--- src/rtl/mem_bus_arbiter_if.sv ---
// Signal bundle between the IF/MEM requesters, the arbiter and the memory bus.
// The slave modport is the arbiter's view; the master modport is the environment's.
interface mem_bus_arbiter_if #(
  parameter int DW = 32,
  parameter int AW = 32
);
  logic            if_req;
  logic [AW-1:0]   if_addr;
  logic            if_gnt;
  logic            if_rvalid;
  logic [DW-1:0]   if_rdata;
  logic            if_err;

  logic            mem_req;
  logic            mem_we;
  logic [DW/8-1:0] mem_wstrb;
  logic [AW-1:0]   mem_addr;
  logic [DW-1:0]   mem_wdata;
  logic            mem_gnt;
  logic            mem_rvalid;
  logic [DW-1:0]   mem_rdata;
  logic            mem_err;

  logic            bus_req;
  logic            bus_we;
  logic [DW/8-1:0] bus_wstrb;
  logic [AW-1:0]   bus_addr;
  logic [DW-1:0]   bus_wdata;
  logic            bus_ack;
  logic [DW-1:0]   bus_rdata;

  modport slave (
    input  if_req, if_addr,
    output if_gnt, if_rvalid, if_rdata, if_err,
    input  mem_req, mem_we, mem_wstrb, mem_addr, mem_wdata,
    output mem_gnt, mem_rvalid, mem_rdata, mem_err,
    output bus_req, bus_we, bus_wstrb, bus_addr, bus_wdata,
    input  bus_ack, bus_rdata
  );

  modport master (
    output if_req, if_addr,
    input  if_gnt, if_rvalid, if_rdata, if_err,
    output mem_req, mem_we, mem_wstrb, mem_addr, mem_wdata,
    input  mem_gnt, mem_rvalid, mem_rdata, mem_err,
    input  bus_req, bus_we, bus_wstrb, bus_addr, bus_wdata,
    output bus_ack, bus_rdata
  );
endinterface

--- src/rtl/mem_bus_arbiter.sv ---
// Shares one memory bus between instruction fetch and load/store, MEM-priority
// with a starvation guard for IF and a watchdog that aborts unacknowledged transfers.
module mem_bus_arbiter #(
  parameter int DW         = 32,
  parameter int AW         = 32,
  parameter int TIMEOUT    = 16,
  parameter int STARVE_MAX = 4
) (
  input  logic              clk,
  input  logic              rst_n,
  mem_bus_arbiter_if.slave  bus_if
);
  localparam int TW = $clog2(TIMEOUT);
  localparam int SW = $clog2(STARVE_MAX + 1);
  localparam logic [TW-1:0] TMO_LAST   = TW'(TIMEOUT - 1);
  localparam logic [SW-1:0] STARVE_LIM = SW'(STARVE_MAX);

  localparam logic [1:0] S_IDLE     = 2'd0;
  localparam logic [1:0] S_WAIT_IF  = 2'd1;
  localparam logic [1:0] S_WAIT_MEM = 2'd2;

  logic [1:0]      state_q, state_d;
  logic [SW-1:0]   starve_q, starve_d;
  logic [TW-1:0]   tmo_q, tmo_d;
  logic            bus_req_q, bus_req_d;
  logic            bus_we_q, bus_we_d;
  logic [DW/8-1:0] bus_wstrb_q, bus_wstrb_d;
  logic [AW-1:0]   bus_addr_q, bus_addr_d;
  logic [DW-1:0]   bus_wdata_q, bus_wdata_d;
  logic            if_rvalid_q, if_rvalid_d, if_err_q, if_err_d;
  logic            mem_rvalid_q, mem_rvalid_d, mem_err_q, mem_err_d;
  logic [DW-1:0]   if_rdata_q, if_rdata_d, mem_rdata_q, mem_rdata_d;
  logic            grant_if, grant_mem, done, timed_out;
  logic [DW-1:0]   done_data;

  always_comb begin
    state_d      = state_q;
    starve_d     = starve_q;
    tmo_d        = tmo_q;
    bus_req_d    = bus_req_q;
    bus_we_d     = bus_we_q;
    bus_wstrb_d  = bus_wstrb_q;
    bus_addr_d   = bus_addr_q;
    bus_wdata_d  = bus_wdata_q;
    if_rvalid_d  = 1'b0;
    if_err_d     = 1'b0;
    if_rdata_d   = if_rdata_q;
    mem_rvalid_d = 1'b0;
    mem_err_d    = 1'b0;
    mem_rdata_d  = mem_rdata_q;
    grant_if     = 1'b0;
    grant_mem    = 1'b0;
    done         = 1'b0;
    timed_out    = 1'b0;
    done_data    = '0;

    case (state_q)
      S_IDLE: begin
        // MEM wins unless IF has already lost STARVE_MAX grants in a row.
        grant_mem = bus_if.mem_req && !(bus_if.if_req && starve_q == STARVE_LIM);
        grant_if  = bus_if.if_req && !grant_mem;
        if (grant_mem) begin
          state_d     = S_WAIT_MEM;
          bus_req_d   = 1'b1;
          tmo_d       = '0;
          bus_we_d    = bus_if.mem_we;
          bus_wstrb_d = bus_if.mem_wstrb;
          bus_addr_d  = bus_if.mem_addr;
          bus_wdata_d = bus_if.mem_wdata;
          if (bus_if.if_req && starve_q != STARVE_LIM) starve_d = starve_q + SW'(1);
        end else if (grant_if) begin
          state_d     = S_WAIT_IF;
          bus_req_d   = 1'b1;
          tmo_d       = '0;
          bus_we_d    = 1'b0;
          bus_wstrb_d = '0;
          bus_addr_d  = bus_if.if_addr;
          bus_wdata_d = '0;
          starve_d    = '0;
        end
      end
      S_WAIT_IF, S_WAIT_MEM: begin
        // An ack in the last watchdog cycle still completes normally.
        if (bus_if.bus_ack) begin
          done      = 1'b1;
          done_data = (state_q == S_WAIT_MEM && bus_we_q) ? '0 : bus_if.bus_rdata;
        end else if (tmo_q == TMO_LAST) begin
          done      = 1'b1;
          timed_out = 1'b1;
        end else begin
          tmo_d = tmo_q + TW'(1);
        end
        if (done) begin
          state_d   = S_IDLE;
          bus_req_d = 1'b0;
          tmo_d     = '0;
          if (state_q == S_WAIT_IF) begin
            if_rvalid_d = 1'b1;
            if_err_d    = timed_out;
            if_rdata_d  = done_data;
          end else begin
            mem_rvalid_d = 1'b1;
            mem_err_d    = timed_out;
            mem_rdata_d  = done_data;
          end
        end
      end
      default: state_d = S_IDLE;
    endcase
  end

  always_ff @(posedge clk) begin
    if (!rst_n) begin
      state_q      <= S_IDLE;
      starve_q     <= '0;
      tmo_q        <= '0;
      bus_req_q    <= 1'b0;
      bus_we_q     <= 1'b0;
      bus_wstrb_q  <= '0;
      bus_addr_q   <= '0;
      bus_wdata_q  <= '0;
      if_rvalid_q  <= 1'b0;
      if_err_q     <= 1'b0;
      if_rdata_q   <= '0;
      mem_rvalid_q <= 1'b0;
      mem_err_q    <= 1'b0;
      mem_rdata_q  <= '0;
    end else begin
      state_q      <= state_d;
      starve_q     <= starve_d;
      tmo_q        <= tmo_d;
      bus_req_q    <= bus_req_d;
      bus_we_q     <= bus_we_d;
      bus_wstrb_q  <= bus_wstrb_d;
      bus_addr_q   <= bus_addr_d;
      bus_wdata_q  <= bus_wdata_d;
      if_rvalid_q  <= if_rvalid_d;
      if_err_q     <= if_err_d;
      if_rdata_q   <= if_rdata_d;
      mem_rvalid_q <= mem_rvalid_d;
      mem_err_q    <= mem_err_d;
      mem_rdata_q  <= mem_rdata_d;
    end
  end

  assign bus_if.if_gnt     = grant_if;
  assign bus_if.mem_gnt    = grant_mem;
  assign bus_if.if_rvalid  = if_rvalid_q;
  assign bus_if.if_rdata   = if_rdata_q;
  assign bus_if.if_err     = if_err_q;
  assign bus_if.mem_rvalid = mem_rvalid_q;
  assign bus_if.mem_rdata  = mem_rdata_q;
  assign bus_if.mem_err    = mem_err_q;
  assign bus_if.bus_req    = bus_req_q;
  assign bus_if.bus_we     = bus_we_q;
  assign bus_if.bus_wstrb  = bus_wstrb_q;
  assign bus_if.bus_addr   = bus_addr_q;
  assign bus_if.bus_wdata  = bus_wdata_q;
endmodule

--- src/flat_wrapper.sv ---
// flat-port wrapper written by rule: the top's interface ports become plain ports
module mem_bus_arbiter_flat 
#(
  parameter int DW         = 32,
  parameter int AW         = 32,
  parameter int TIMEOUT    = 16,
  parameter int STARVE_MAX = 4
)
  (clk, rst_n, bus_if_if_req, bus_if_if_addr, bus_if_if_gnt, bus_if_if_rvalid, bus_if_if_rdata, bus_if_if_err, bus_if_mem_req, bus_if_mem_we, bus_if_mem_wstrb, bus_if_mem_addr, bus_if_mem_wdata, bus_if_mem_gnt, bus_if_mem_rvalid, bus_if_mem_rdata, bus_if_mem_err, bus_if_bus_req, bus_if_bus_we, bus_if_bus_wstrb, bus_if_bus_addr, bus_if_bus_wdata, bus_if_bus_ack, bus_if_bus_rdata);
  mem_bus_arbiter_if #(.DW(DW), .AW(AW)) bus_if_i ();
  input  logic clk;
  input  logic rst_n;
  input wire logic [$bits(bus_if_i.if_req)-1:0] bus_if_if_req;
  input wire logic [$bits(bus_if_i.if_addr)-1:0] bus_if_if_addr;
  output wire logic [$bits(bus_if_i.if_gnt)-1:0] bus_if_if_gnt;
  output wire logic [$bits(bus_if_i.if_rvalid)-1:0] bus_if_if_rvalid;
  output wire logic [$bits(bus_if_i.if_rdata)-1:0] bus_if_if_rdata;
  output wire logic [$bits(bus_if_i.if_err)-1:0] bus_if_if_err;
  input wire logic [$bits(bus_if_i.mem_req)-1:0] bus_if_mem_req;
  input wire logic [$bits(bus_if_i.mem_we)-1:0] bus_if_mem_we;
  input wire logic [$bits(bus_if_i.mem_wstrb)-1:0] bus_if_mem_wstrb;
  input wire logic [$bits(bus_if_i.mem_addr)-1:0] bus_if_mem_addr;
  input wire logic [$bits(bus_if_i.mem_wdata)-1:0] bus_if_mem_wdata;
  output wire logic [$bits(bus_if_i.mem_gnt)-1:0] bus_if_mem_gnt;
  output wire logic [$bits(bus_if_i.mem_rvalid)-1:0] bus_if_mem_rvalid;
  output wire logic [$bits(bus_if_i.mem_rdata)-1:0] bus_if_mem_rdata;
  output wire logic [$bits(bus_if_i.mem_err)-1:0] bus_if_mem_err;
  output wire logic [$bits(bus_if_i.bus_req)-1:0] bus_if_bus_req;
  output wire logic [$bits(bus_if_i.bus_we)-1:0] bus_if_bus_we;
  output wire logic [$bits(bus_if_i.bus_wstrb)-1:0] bus_if_bus_wstrb;
  output wire logic [$bits(bus_if_i.bus_addr)-1:0] bus_if_bus_addr;
  output wire logic [$bits(bus_if_i.bus_wdata)-1:0] bus_if_bus_wdata;
  input wire logic [$bits(bus_if_i.bus_ack)-1:0] bus_if_bus_ack;
  input wire logic [$bits(bus_if_i.bus_rdata)-1:0] bus_if_bus_rdata;
  assign bus_if_i.if_req = bus_if_if_req;
  assign bus_if_i.if_addr = bus_if_if_addr;
  assign bus_if_if_gnt = bus_if_i.if_gnt;
  assign bus_if_if_rvalid = bus_if_i.if_rvalid;
  assign bus_if_if_rdata = bus_if_i.if_rdata;
  assign bus_if_if_err = bus_if_i.if_err;
  assign bus_if_i.mem_req = bus_if_mem_req;
  assign bus_if_i.mem_we = bus_if_mem_we;
  assign bus_if_i.mem_wstrb = bus_if_mem_wstrb;
  assign bus_if_i.mem_addr = bus_if_mem_addr;
  assign bus_if_i.mem_wdata = bus_if_mem_wdata;
  assign bus_if_mem_gnt = bus_if_i.mem_gnt;
  assign bus_if_mem_rvalid = bus_if_i.mem_rvalid;
  assign bus_if_mem_rdata = bus_if_i.mem_rdata;
  assign bus_if_mem_err = bus_if_i.mem_err;
  assign bus_if_bus_req = bus_if_i.bus_req;
  assign bus_if_bus_we = bus_if_i.bus_we;
  assign bus_if_bus_wstrb = bus_if_i.bus_wstrb;
  assign bus_if_bus_addr = bus_if_i.bus_addr;
  assign bus_if_bus_wdata = bus_if_i.bus_wdata;
  assign bus_if_i.bus_ack = bus_if_bus_ack;
  assign bus_if_i.bus_rdata = bus_if_bus_rdata;
  mem_bus_arbiter #(.DW(DW), .AW(AW), .TIMEOUT(TIMEOUT), .STARVE_MAX(STARVE_MAX)) u_core (.clk(clk), .rst_n(rst_n), .bus_if(bus_if_i));
endmodule
--- config.mk ---
export PLATFORM = sky130hd
export DESIGN_NAME = mem_bus_arbiter_flat
export DESIGN_NICKNAME = d
export VERILOG_FILES = /design/src/rtl/mem_bus_arbiter_if.sv /design/src/rtl/mem_bus_arbiter.sv /design/src/flat_wrapper.sv
export SDC_FILE = /design/constraint.sdc
export NUM_CORES = 1
export LEC_CHECK = 0
export BUFFER_PORTS_ARGS = -buffer_cell sky130_fd_sc_hd__buf_4
export CORE_ASPECT_RATIO = 2
export CORE_MARGIN = 2
export CORE_UTILIZATION = 47
export DETAILED_ROUTE_END_ITERATION = 8
export GPL_ROUTABILITY_DRIVEN = 0
export PLACE_DENSITY_LB_ADDON = 0.12
export SETUP_SLACK_MARGIN = 0.02
export SLEW_MARGIN = 5
export SYNTH_ARGS = -nofsm -noshare
export SYNTH_HDL_FRONTEND = slang
export SYNTH_SLANG_ARGS = --single-unit
--- constraint.sdc ---
create_clock -name clk -period 2.39 [get_ports clk]
set_clock_uncertainty 0.1 [all_clocks]
set_input_delay 0.239 -clock clk [delete_from_list [all_inputs] [get_ports clk]]
set_output_delay 0.239 -clock clk [all_outputs]
set_load 0.02 [all_outputs]
==> summary.md <==
| Metric | Value |
|---|---|
| Clock slew at the register clock pins of the worst setup and hold paths | 0.06 ns |
| Post-route minimum period | 2.20 ns |
| Ys flop type | dfxtp_1 |
| Synthesized area per cell | 8.83 sq um |
| Total global routing overflow | 0 |
| Port Buf Inserts | 277 |
| WP data arrival | 1.86 ns |
| Yosys reg bits | 147 |
| Share of the synthesized area in the top cell type | 48.2% |
| Part of the power in registers | 39.1% |
| Share of layout cells above drive strength 1 | 35.4% |
| CTS Buf Count | 17 |
| Hold Path Depth | 3 |
| Largest area contributor in the synthesized netlist | dfxtp_1 |
| Clk pwr share | 41.4% |
| Fin crit share | 92.1% |
| Max-Cap Viols | 0 |
| Total Routed Length | 18500 microns |
| H-tree depth | 4 |
| Final-report hold violation count | 0 |
| RR Startpoint | u_core.state_q[0]$_SDFFE_PN0P_ |
| Compound-Gate Fraction of Synth Area | 14.0% |
| Via-to-Cell Ratio | 5.55 |
| Synth Area in Adders | 1.43% |
| Post-placement cell area | 8250 sq um |
| Initial antenna violation count | 0 |
| Die Ht | 165 microns |
| Yosys cell types | 41 |
| Leak | 4.22 nW |
| Mapped cell area | 6110 sq um |
| Clk_lat worst skew | 0.41 ns |
| Comb power frac | 19.5% |
| R2r setup slk | 0.48 ns |
| Fmax achieved | 0.454 GHz |
| Clock Path Buffers | 2 |
| Terminus of the critical flop-to-flop path | u_core.tmo_q[0]$_SDFFE_PN0P_ |
| Final design area excluding fillers | 8920 sq um |
| Clock root buffer | clkbuf_16 |
| P_int | 5.07 mW |
| Via count | 6117 |
| Met2 routed WL | 9500 microns |
| Cell count after placement | 1069 |
| Synth warnings | 0 |
| Post-synthesis sequential area ratio | 48.2% |
| Fillers | 1060 |
| Slew Limit Fails | 0 |
| Startpoint types | flop |
| Final #Nets | 1084 |
| Pre-CTS setup slack | 0.505 ns |
| Pwr/cell area | 782 nW/um^2 |
| GRT Overall Usage | 25.3% |
| EDFF count, synth | 0 |
| Top post-synthesis cells by count | dfxtp_1, nand2_1, nand4_1, o21ai_0, mux2i_1 |
| Diodes inserted | 0 |
| Worst Path Required | 2.05 ns |
| Cell with the most instances after synthesis | dfxtp_1 |
| Routed len/inst | 16.8 microns |
| Critical path fanouts, max | 19 |
| I/O pin count | 278 |
| WS Path Type | flop to output port |
| Reg area | 2940 sq um |
| Mapped Cells | 692 |
| Core box area | 12800 sq um |
| TritonCTS clock tree | done |
| DRC | 0 |
| Fraction of registers with async set/reset | 0% |
| Max-slew headroom at the worst pin | 42.4% |
| Metal-1 WL | 7330 microns |
| Post-route setup TNS | 0 ns |
| Synth top area cells | dfxtp_1, mux2i_1, nand4_1, nand2_1, o21ai_0 |
| Switching Share | 27.2% |
| Hold_ws | 0.0131 ns |
| Largest family of logic cells by synthesized area | simple AND/OR/NAND/NOR gates |
| DRT Pass-1 Iters | 5 |
| Mux cell area share after synthesis | 10.8% |
| Final Util | 69.4% |
| P_sw | 1.90 mW |
| Hold_sp | bus_if_mem_wdata[15] |
| Max VDD drop | 0.000625 V |
| First-pass GRT wire length | 28700 microns |
| Post-route setup slack | 0.188 ns |
| Highest metal used | met4 |
| Crit path capture type | output port |
| Post-Synth XOR/XNOR Area | 0% |
| Clock Sink Count | 147 |
| Area of the die | 14000 sq um |
| Pin count of the biggest net entering global routing | 65 |
| Synth Area in Simple Gates | 19.8% |
| Final non-filler cell total | 1103 |
| Worst R2R Path Depth | 5 |
| Met3 routed WL | 1250 microns |
| Slew @ Worst Pin | 0.864 ns |
| DR iter-0 viols | 316 |
| Area delta synth->final | 46.0% |
| RSZ-0062 raised after global routing | false |
| Final setup vio count | 0 |
| DP HPWL | 12500 microns |
| Initial core utilization | 47.6% |
| Hold Crit Class | input port to flop |
| Status | complete, no violations |
| FP Rows | 59 |
| Power Total | 6.97 mW |
| Vias in the first global route | 5724 |
| Area of the multi-input gates | 2830 sq um |
| Net count after synthesis | 837 |
| Antenna Violating Nets Remaining | 0 |
| Chip Width | 84.6 microns |
| Hold endpoint | u_core.bus_if.bus_wdata[15]$_SDFFE_PN0P_ |
[flip-flops by register name, summed over array words and instances (netlist names)]
name,cells
u_core.bus_if.bus_wstrb,4
u_core.state_q,2
u_core.bus_if.if_rdata,32
u_core.bus_if.bus_req,1
u_core.bus_if.if_rvalid,1
u_core.bus_if.bus_wdata,32
u_core.bus_if.mem_err,1
u_core.bus_if.if_err,1
u_core.bus_if.bus_we,1
u_core.bus_if.mem_rvalid,1
u_core.starve_q,3
u_core.bus_if.bus_addr,32
u_core.bus_if.mem_rdata,32
u_core.tmo_q,4
[cells by family (layout without fill, tap and decap cells)]
logic type,after synthesis,in the layout
buffers and inverters,78,337
multiplexers,66,66
AND/OR/NAND/NOR,242,242
flip-flops,147,147
adder cells (fa/ha/maj),7,7
AO/OA/AOI/OAI,152,152
[critical path, cell delays in order (launching register included)]
cell,delay [ns]
dfxtp_1,0.34
inv_1,0.10
ha_1,0.27
buf_4,0.27
nand2_1,0.15
a21oi_1,0.14
buf_4,0.18
[routing by layer]
metal  track usage (%)  vias up
met5                 0        -
met2              43.1      225
met4              8.30        0
met3              6.16       32
li1                  -     2984
met1              31.2     2876
[repair_timing]
item | CTS | global route
endpoints found under the hold margin | 3 | 0
gates resized for setup | 0 | 0
hold buffers | 3 | 0
setup endpoints to repair | 0 | 0
buffers inserted | 0 | 0
[worst max-delay path by stage]
| stage | startpoint | to | slack, ns |
|---|---|---|---|
| after CTS | u_core.state_q[0]$_SDFFE_PN0P_ | bus_if_if_gnt | 0.18 |
| after detailed placement | u_core.state_q[0]$_SDFFE_PN0P_ | u_core.tmo_q[0]$_SDFFE_PN0P_ | 0.50 |
| final | u_core.state_q[0]$_SDFFE_PN0P_ | bus_if_if_gnt | 0.19 |
| after global routing | u_core.state_q[0]$_SDFFE_PN0P_ | bus_if_if_gnt | 0.10 |
| after floorplan | u_core.state_q[0]$_SDFFE_PN0P_ | u_core.tmo_q[0]$_SDFFE_PN0P_ | 0.64 |
| after global placement | u_core.state_q[0]$_SDFFE_PN0P_ | u_core.tmo_q[0]$_SDFFE_PN0P_ | 0.58 |
[power by group through the flow]
stage          Sequential (mW)  Combinational (mW)  Clock, mW
2_1_floorplan             2.98               0.562          0
3_3_place_gp              2.77                1.34          0
3_5_place_dp              2.77                1.36          0
4_1_cts                   2.72                1.36       2.94
5_1_grt                   2.74                1.46       3.05
6_report                  2.72                1.36       2.89
[layout make-up]
class                           instances  share of cell area, %
Clock buffer                           19                   4.85
Clock inverter                         12                   2.27
Multi-Input combinational cell        467                   31.8
Tap cell                              152                   2.13
Timing Repair Buffer                  299                   25.7
Inverter                                7                  0.295
Sequential cell                       147                   33.0
[layout by cell type, fill, tap and decap left out, drive strengths merged, types with 2 or more instances in the layout]
cell type    synthesis  routed
a31oi               33      33
ha                   7       7
nor2                 3       3
nand4               72      72
clkinv               0       3
nor3b                2       2
and3                 3       3
dlygate4sd3          0       3
o211ai               2       2
o21ai               70      70
nand4b               2       2
inv                  7      10
and2                 3       3
nor3                 2       2
a21oi               41      41
dfxtp              147     147
bufinv               0       5
clkbuf              36      19
nand3               36      36
buf                 35     296
nand2              113     113
mux2i               66      66
(Power assumes the default switching activity.)
